[config.mk]
export PLATFORM = sky130hd
export DESIGN_NAME = rgb_to_hsl
export DESIGN_NICKNAME = d
export VERILOG_FILES = /design/src/rtl/rgb_to_hsl.sv
export SDC_FILE = /design/constraint.sdc
export NUM_CORES = 1
export LEC_CHECK = 0
export CORE_MARGIN = 2
export CORE_UTILIZATION = 50
export CTS_BUF_LIST = sky130_fd_sc_hd__clkbuf_8
export DETAILED_ROUTE_END_ITERATION = 8
export MAX_ROUTING_LAYER = met4
export PLACE_DENSITY = 0.67
export SLEW_MARGIN = 20
export SYNTH_ARGS = -nofsm -noshare
export SYNTH_HDL_FRONTEND = slang
export SYNTH_SLANG_ARGS = --single-unit
[constraint.sdc]
create_clock -name clock -period 16.68 [get_ports clock]
set_input_delay 3.336 -clock clock [delete_from_list [all_inputs] [get_ports clock]]
set_output_delay 3.336 -clock clock [all_outputs]
set_load 0.02 [all_outputs]
[src/rtl/rgb_to_hsl.sv]
// rgb_to_hsl: iterative RGB to HSL converter (hue circle 192) with a valid/ready handshake on both sides.
// Optional macro RGB2HSL_GRAY_THRESH_EN treats near-gray pixels (delta < 4) as achromatic.
module rgb_to_hsl #(
    parameter int IO_W  = 10,
    parameter int INT_W = 8
) (
    input  logic            clock,
    input  logic            iReset_n,
    input  logic            iValid,
    output logic            oReady,
    input  logic [IO_W-1:0] iRed,
    input  logic [IO_W-1:0] iGreen,
    input  logic [IO_W-1:0] iBlue,
    output logic            oValid,
    input  logic            iReady,
    output logic [IO_W-1:0] oHue,
    output logic [IO_W-1:0] oSaturation,
    output logic [IO_W-1:0] oLightness
);
    localparam int W  = INT_W;
    localparam int CW = $clog2(W);
    localparam logic [1:0] IDLE   = 2'd0;
    localparam logic [1:0] SETUP  = 2'd1;
    localparam logic [1:0] DIVIDE = 2'd2;
    localparam logic [1:0] DONE   = 2'd3;
    localparam logic [W-1:0] MAXV     = '1;
    localparam logic [W:0]   TWO_MAX  = {MAXV, 1'b0};
    localparam logic [W-1:0] HUE_G    = W'(64);
    localparam logic [W-1:0] HUE_B    = W'(128);
    localparam logic [W-1:0] HUE_WRAP = W'(192);

    logic [1:0]    state_q, state_d;
    logic          run_q, run_d;
    logic [W-1:0]  r_q, r_d, g_q, g_d, b_q, b_d;
    logic [CW-1:0] cnt_q, cnt_d;
    logic [W-1:0]  l_q, l_d, base_q, base_d;
    logic          neg_q, neg_d;
    logic [W:0]    s_rem_q, s_rem_d, s_den_q, s_den_d;
    logic [W:0]    h_rem_q, h_rem_d, h_den_q, h_den_d;
    logic [W-1:0]  s_num_q, s_num_d, h_num_q, h_num_d;
    logic [W-1:0]  h_out_q, h_out_d, s_out_q, s_out_d, l_out_q, l_out_d;

    logic           r_max, g_max, neg, achro, s_ge, h_ge;
    logic [W-1:0]   mx, mn, dl, x, y, ad, base, lv, s_quo, h_quo, h_raw, h_fin;
    logic [W:0]     sum, den, s_rem_n, h_rem_n;
    logic [W+1:0]   s_sh, h_sh;
    logic [2*W-1:0] s_num, h_num;
    logic           unused_lsb;

    assign unused_lsb = ^{iRed[IO_W-W-1:0], iGreen[IO_W-W-1:0], iBlue[IO_W-W-1:0]};

    // Pixel analysis used in SETUP; ties resolve toward red, then green.
    always_comb begin
        r_max = r_q >= g_q && r_q >= b_q;
        g_max = !r_max && g_q >= b_q;
        mx    = r_max ? r_q : g_max ? g_q : b_q;
        mn    = (r_q <= g_q && r_q <= b_q) ? r_q : (g_q <= b_q) ? g_q : b_q;
        dl    = mx - mn;
        sum   = {1'b0, mx} + {1'b0, mn};
        lv    = sum[W:1];
        den   = lv[W-1] ? TWO_MAX - sum : sum;
        x     = r_max ? g_q : g_max ? b_q : r_q;
        y     = r_max ? b_q : g_max ? r_q : g_q;
        neg   = x < y;
        ad    = neg ? y - x : x - y;
        base  = r_max ? (neg ? HUE_WRAP : '0) : g_max ? HUE_G : HUE_B;
        s_num = {{W{1'b0}}, dl} * {{W{1'b0}}, MAXV};
        h_num = {{W{1'b0}}, ad} << 5;
`ifdef RGB2HSL_GRAY_THRESH_EN
        achro = dl < W'(4);
`else
        achro = dl == '0;
`endif
    end

    // One restoring step per divider; quotient bits shift in behind the numerator bits.
    always_comb begin
        s_sh    = {s_rem_q, s_num_q[W-1]};
        s_ge    = s_sh >= {1'b0, s_den_q};
        s_rem_n = s_ge ? (W+1)'(s_sh - {1'b0, s_den_q}) : s_sh[W:0];
        s_quo   = {s_num_q[W-2:0], s_ge};
        h_sh    = {h_rem_q, h_num_q[W-1]};
        h_ge    = h_sh >= {1'b0, h_den_q};
        h_rem_n = h_ge ? (W+1)'(h_sh - {1'b0, h_den_q}) : h_sh[W:0];
        h_quo   = {h_num_q[W-2:0], h_ge};
        h_raw   = neg_q ? base_q - h_quo : base_q + h_quo;
        h_fin   = (h_raw == HUE_WRAP) ? '0 : h_raw;
    end

    always_comb begin
        state_d = state_q;
        run_d   = 1'b1;
        r_d     = r_q;
        g_d     = g_q;
        b_d     = b_q;
        cnt_d   = cnt_q;
        l_d     = l_q;
        base_d  = base_q;
        neg_d   = neg_q;
        s_rem_d = s_rem_q;
        s_den_d = s_den_q;
        s_num_d = s_num_q;
        h_rem_d = h_rem_q;
        h_den_d = h_den_q;
        h_num_d = h_num_q;
        h_out_d = h_out_q;
        s_out_d = s_out_q;
        l_out_d = l_out_q;
        if (state_q == IDLE) begin
            if (iValid && run_q) begin
                r_d     = iRed[IO_W-1 -: W];
                g_d     = iGreen[IO_W-1 -: W];
                b_d     = iBlue[IO_W-1 -: W];
                state_d = SETUP;
            end
        end else if (state_q == SETUP) begin
            if (achro) begin
                h_out_d = '0;
                s_out_d = '0;
                l_out_d = lv;
                state_d = DONE;
            end else begin
                cnt_d   = '0;
                l_d     = lv;
                base_d  = base;
                neg_d   = neg;
                s_rem_d = {1'b0, s_num[2*W-1:W]};
                s_num_d = s_num[W-1:0];
                s_den_d = den;
                h_rem_d = {1'b0, h_num[2*W-1:W]};
                h_num_d = h_num[W-1:0];
                h_den_d = {1'b0, dl};
                state_d = DIVIDE;
            end
        end else if (state_q == DIVIDE) begin
            s_rem_d = s_rem_n;
            s_num_d = s_quo;
            h_rem_d = h_rem_n;
            h_num_d = h_quo;
            cnt_d   = cnt_q + 1'b1;
            if (cnt_q == CW'(W - 1)) begin
                h_out_d = h_fin;
                s_out_d = s_quo;
                l_out_d = l_q;
                state_d = DONE;
            end
        end else begin
            state_d = iReady ? IDLE : DONE;
        end
    end

    always_ff @(posedge clock or negedge iReset_n) begin
        if (!iReset_n) begin
            state_q <= IDLE;
            run_q   <= 1'b0;
            r_q     <= '0;
            g_q     <= '0;
            b_q     <= '0;
            cnt_q   <= '0;
            l_q     <= '0;
            base_q  <= '0;
            neg_q   <= 1'b0;
            s_rem_q <= '0;
            s_den_q <= '0;
            s_num_q <= '0;
            h_rem_q <= '0;
            h_den_q <= '0;
            h_num_q <= '0;
            h_out_q <= '0;
            s_out_q <= '0;
            l_out_q <= '0;
        end else begin
            state_q <= state_d;
            run_q   <= run_d;
            r_q     <= r_d;
            g_q     <= g_d;
            b_q     <= b_d;
            cnt_q   <= cnt_d;
            l_q     <= l_d;
            base_q  <= base_d;
            neg_q   <= neg_d;
            s_rem_q <= s_rem_d;
            s_den_q <= s_den_d;
            s_num_q <= s_num_d;
            h_rem_q <= h_rem_d;
            h_den_q <= h_den_d;
            h_num_q <= h_num_d;
            h_out_q <= h_out_d;
            s_out_q <= s_out_d;
            l_out_q <= l_out_d;
        end
    end

    assign oReady      = run_q && state_q == IDLE;
    assign oValid      = state_q == DONE;
    assign oHue        = {h_out_q, {(IO_W-W){1'b0}}};
    assign oSaturation = {s_out_q, {(IO_W-W){1'b0}}};
    assign oLightness  = {l_out_q, {(IO_W-W){1'b0}}};
endmodule

==> results of run 1 <==
per-layer routing:
| metal | share of wire | vias up |
|---|---|---|
| li1 | - | 4340 |
| met1 | 0.49 | 4106 |
| met2 | 0.45 | 199 |
| met3 | 0.044 | 28 |
| met4 | 0.018 | 0 |
| met5 | 0 | - |
area by class of cell:
cell class,instances,share of cell area
Multi-Input combinational cell,940,0.605
Sequential cell,115,0.246
Timing Repair Buffer,61,0.0506
Inverter,117,0.0376
Tap cell,275,0.0294
Clock buffer,17,0.0200
Clock inverter,14,0.0112
kinds of logic (layout without fill, tap and decap cells):
family,Yosys count,after routing,synth area share
AO/OA/AOI/OAI,327,327,0.201
XOR/XNOR,57,57,0.0472
adder cells (fa/ha/maj),151,151,0.197
buffers and inverters,168,209,0.0646
flip-flops,115,115,0.272
multiplexers,75,75,0.0757
other,2,7,0.000710
AND/OR/NAND/NOR,323,323,0.141
cell usage in the layout, fill, tap and decap left out, types with 5 or more instances in the layout:
cell type,Yosys,final
or3_1,7,7
mux2_2,36,36
nor2_1,63,63
dfrtp_1,115,115
o31ai_1,7,7
o21ai_1,48,48
clkdlybuf4s50_1,0,52
o22ai_1,5,5
nand4_1,13,13
nand2b_1,7,7
o21bai_1,6,6
o211ai_1,19,19
buf_4,10,8
conb_1,2,7
xor2_1,16,16
and3_1,10,10
xnor2_1,41,41
clkbuf_8,0,17
a31oi_1,25,25
nor2b_1,21,21
nor4_1,5,5
nand2_1,143,142
a21oi_1,69,69
a22o_1,6,6
nand3_1,14,14
nor3_1,17,17
o21ai_0,50,50
ha_1,124,124
fa_1,26,26
o21a_1,24,24
inv_1,113,113
a21o_1,17,17
a211oi_1,5,5
mux2i_1,38,38
stage by stage:
step | worst slack (ps) | area, µm² | utilization | instances
6_report | 8190 | 11700 | 0.560 | 1539
5_1_grt | 7600 | 11700 | 0.560 | 1539
4_1_cts | 8210 | 11700 | 0.559 | 1539
3_5_place_dp | 8300 | 11300 | 0.542 | 1508
3_3_place_gp | 8440 | 11300 | 0.542 | 1508
2_1_floorplan | 9360 | 10600 | - | 1223
final timing paths:
| path | end | depth (start not counted) |
|---|---|---|
| worst max-delay path | s_rem_q[7] | 32 |
| worst min register to register | l_q[3] | 2 |
| max in group asynchronous | s_den_q[4] | 2 |
| min in group asynchronous | h_rem_q[8] | 1 |
| worst min-delay path | l_q[3] | 2 |
| worst max register to register | s_rem_q[7] | 32 |
critical path: cells and delay by family (launching register included):
| family | cells | cell delay (ps) |
|---|---|---|
| and+or+nand+nor | 3 | 520 |
| buffers and inverters | 4 | 860 |
| xor gates and xnor gates | 1 | 510 |
| adders and majority gates | 7 | 2980 |
| muxes | 1 | 250 |
| AOI/OAI and AO/OA | 16 | 2710 |
| DFF | 1 | 510 |
sequential cells by signal (all words and copies together) (netlist names), 8 cells and up:
| register | count |
|---|---|
| b_q | 8 |
| h_rem_q | 9 |
| r_q | 8 |
| h_out_q | 8 |
| l_out_q | 8 |
| s_out_q | 8 |
| h_num_q | 8 |
| h_den_q | 8 |
| g_q | 8 |
| s_den_q | 8 |
| s_num_q | 8 |
| s_rem_q | 9 |
| l_q | 8 |
==> impl_metrics.ini, run 1 <==
[floorplanning]
die_x_um = 149
ios = 66
die_area_mm2 = 0.0223
rows = 53
die_y_um = 149
initial_core_util = 0.506
core_mm2 = 0.0209

[synth]
synth_most_common_cell = nand2_1
ys_ff_latch = 115
yosys.area.top_type = dfrtp_1
synthArstFlopShare = 1.00
synth-edff-count = 0
ys.flop_type = dfrtp_1
synthDistinctLibCells = 82
syn_inst = 1218
ys_top_cells_by_area = dfrtp_1 27%, ha_1 15%, nand2_1 5.1%
yosys_warnings = 0
synthTopCellsByCount = 143 x nand2_1, 124 x ha_1, 115 x dfrtp_1
synth_top_area_frac = 0.272
mappedNetlistArea_mm2 = 0.0106
seq_area_frac_synth = 0.272
syn_area_per_cell_um2 = 8.68

[timing]
hold_slack_ps = 477
finalSetupViolations = 0
min_period_ps = 8490
fin_worst_skew_ps = 11.8
tns_ps = 0
post-route-period-util = 0.509
max_freq_mhz = 118
worst_pin_slew_ps = 956
hold_viol_final = 0
rsz0062_at_grt = no
relSlewSlack = 0.363
finalMaxSlewViolations = 0

[cells_and_area]
multi_input_area_mm2 = 0.00707
fin_nets = 1436
syn_to_final_growth_pct = 10.5
fillers = 1908
regArea_mm2 = 0.00288
diodes = 0
layout-drive-gt1-share = 0.0831

[global_route]
antenna_found_initial = 0
gr-usage-met1 = 0.329
grt_usage = 0.238
grt_pass1_wl_um = 41000
grt.busiest_layer = met2
use_met3 = 0.0335
met2_usage = 0.369
grt_max_degree = 83
grt_overflow = 0
grt_pass1_vias = 8080

[place]
hpwl_um = 19000
gp_congestion = 0.884
port_buffers = 53

[drt]
drt_iter0_markers = 498
via_count = 8673
drcViolationCount = 0
ant_nets = 0
wl_um = 24600
viasPerCell = 5.64
wire_per_inst_um = 16.0
drtPass1Iterations = 5

[hold_path]
min_from = l_q[3]
min_path_type = flip-flop to flip-flop

[clock_network]
cts_resized = 0
cts_root_buf = clkbuf_8
clock-sinks = 115
cts_buffers = 17
clk-insertion-delay-late_ps = 440
cts.clk_slew.worst_paths_ps = 80
cts_setup_buffers = 0
cts_tree = built
cts_max_level = 4
hold_buffers = 0
clockBufferDepth = 2

[critical_path]
critical_path.startpoint = r_q[1]
r2r-start = r_q[1]
crit_slowest_cell = fa_1
r2r_setup_slack_ps = 8190
crit_path_end_kind = flip-flop
crit_type = flip-flop to flip-flop
critical_path.max_fanout = 67
worstSetupStartpointType = flip-flop
cp_slowest_stage_delay_ps = 550
worstPathArrival_ps = 8790
cp_common_cell = a21oi_1
crit_required_ps = 16980

[run_status]
status = finished clean

[flow_run]
drv_cap = 0
Power of run 1 is left out: the tool's default activity adds up to more than one toggle a clock period on the data nets, which glitch-free logic cannot reach.
==> run 2, diff against run 1 <==
- PLACE_DENSITY: 0.67 -> 0.7
- clock period: 16.68 -> 7.4 ns (I/O delays scaled with it)
==> run 2 against run 1 <==
Compared with the run above:
- wire length up 6.1%
- worst setup slack got worse by 7900 ps
- sequential share of layout area is 1.3 points lower
- non-clock buffer count up 60
- largest cell class unchanged
- highest routed layer unchanged
==> impl_metrics.ini, run 2 (synthesis results as in run 1) <==
[clock_network]
hold_buffers = 0
cts_max_level = 4
cts_tree = built
clk-insertion-delay-late_ps = 460
clock-sinks = 115
cts_buffers = 17
cts_root_buf = clkbuf_8
cts.clk_slew.worst_paths_ps = 90
clockBufferDepth = 2

[cells_and_area]
diodes = 0
biggestRegsByFlops = h_rem_q x9, s_rem_q x9
final_area_mm2 = 0.0124
final_common_cell = nand2_1
multi_input_area_mm2 = 0.00727
fillers = 1880
layout-drive-gt1-share = 0.150
syn_to_final_growth_pct = 17.1
fin_nets = 1496
finalNonFillerCells = 1600
mostFrequentLayoutCells = 143 x nand2_1, 118 x ha_1, 112 x dfrtp_1
regArea_mm2 = 0.00288

[timing]
worst_pin_slew_ps = 1020
relSlewSlack = 0.321
max_freq_mhz = 141
hold_viol_final = 0
finalSetupViolations = 0
finalMaxSlewViolations = 0
min_period_ps = 7100
post-route-period-util = 0.959
fin_worst_skew_ps = 16.5
layout_setup_ws_ps = 301

[critical_path]
cp_top_family = adder cells
cp_slowest_stage_delay_ps = 540
worstSetupStartpointType = flip-flop
crit_type = flip-flop to flip-flop
r2r-start = r_q[1]
crit_slowest_cell = fa_1
crit_path_end_kind = flip-flop
critical_path.startpoint = r_q[1]
worstPathArrival_ps = 7400
critical_path.max_fanout = 4
crit_required_ps = 7700
cp_num_buf_inv = 6
cp_common_cell = inv_1

[drt]
wl_um = 26100
ant_nets = 0
drcViolationCount = 0
drtPass1Iterations = 5
wire_per_inst_um = 16.3
viasPerCell = 5.67
via_count = 9076
drt_iter0_markers = 614

[global_route]
grt_overflow = 0
grt_usage = 0.246
grt_pass1_wl_um = 42300
grt_pass1_vias = 8430
grt_max_degree = 64
antenna_found_initial = 0

[run_status]
status = finished clean

[place]
port_buffers = 53
gp_congestion = 0.972
numPlacedInstances = 1554
dp_worst_setup_slack_ps = -183
placed_area_mm2 = 0.0117
hpwl_um = 19900

[floorplanning]
die_area_mm2 = 0.0223
core_mm2 = 0.0209
rows = 53
initial_core_util = 0.506
ios = 66
die_x_um = 149
die_y_um = 149

[flow_run]
drv_cap = 0

[hold_path]
min_path_type = flip-flop to flip-flop
min_from = l_q[3]
## run 2: changes by cell type in the layout (fill, tap and decap cells not counted), sizes merged
| cell | change |
|---|---|
| buf | +60 |
| clkbuf | +2 |
| clkinv | -4 |
| clkinvlp | +1 |
| inv | +2 |
## run 2: layout make-up
class                   count  area share
clock inverters            13      0.0100
repair buffers            121      0.0855
multi-input cells         940       0.587
clock buffers              19      0.0211
well taps                 275      0.0278
flip-flops and latches    115       0.233
inverters                 117      0.0355
## run 2: repair_timing
action | in CTS | in global routing
setup buffers | 0 | 14
endpoints found under the setup margin | 5 | 7
pin swaps | 0 | 29
gates resized for setup | 1 | 46
## run 2: tightest hold or removal path, delay by kind of cell (launching register included)
kind	cells	cell delay [ps]
flops	1	350
simple gates	2	100
## run 2: path summary, 6_finish.rpt
| path | endpoint | slack (ps) | cells past startpoint |
|---|---|---|---|
| worst min register to register | l_q[3] | 480 | 2 |
| max in group asynchronous | g_q[1] | 5010 | 2 |
| worst max register to register | s_rem_q[7] | 300 | 32 |
| worst max-delay path | s_rem_q[7] | 300 | 32 |
| min in group asynchronous | h_out_q[6] | 1050 | 1 |
| worst min-delay path | l_q[3] | 480 | 2 |
## run 2: per-stage QoR
stage | hold WS, ps | setup TNS (ps) | utilization
floorplan | 445 | 0 | -
global placement | 457 | -83.5 | 0.559
detailed placement | 465 | -336 | 0.559
CTS | 486 | 0 | 0.577
global route | 507 | -124 | 0.593
finish | 482 | 0 | 0.593
## run 2: routing by layer
layer	vias to the layer above	global-route usage	part of all wire
met1	4314	0.332	0.46
met5	-	-	0
met3	47	0.0338	0.049
met2	254	0.381	0.46
li1	4461	-	-
met4	0	0.0824	0.025
Power of run 2 is left out for the same reason.
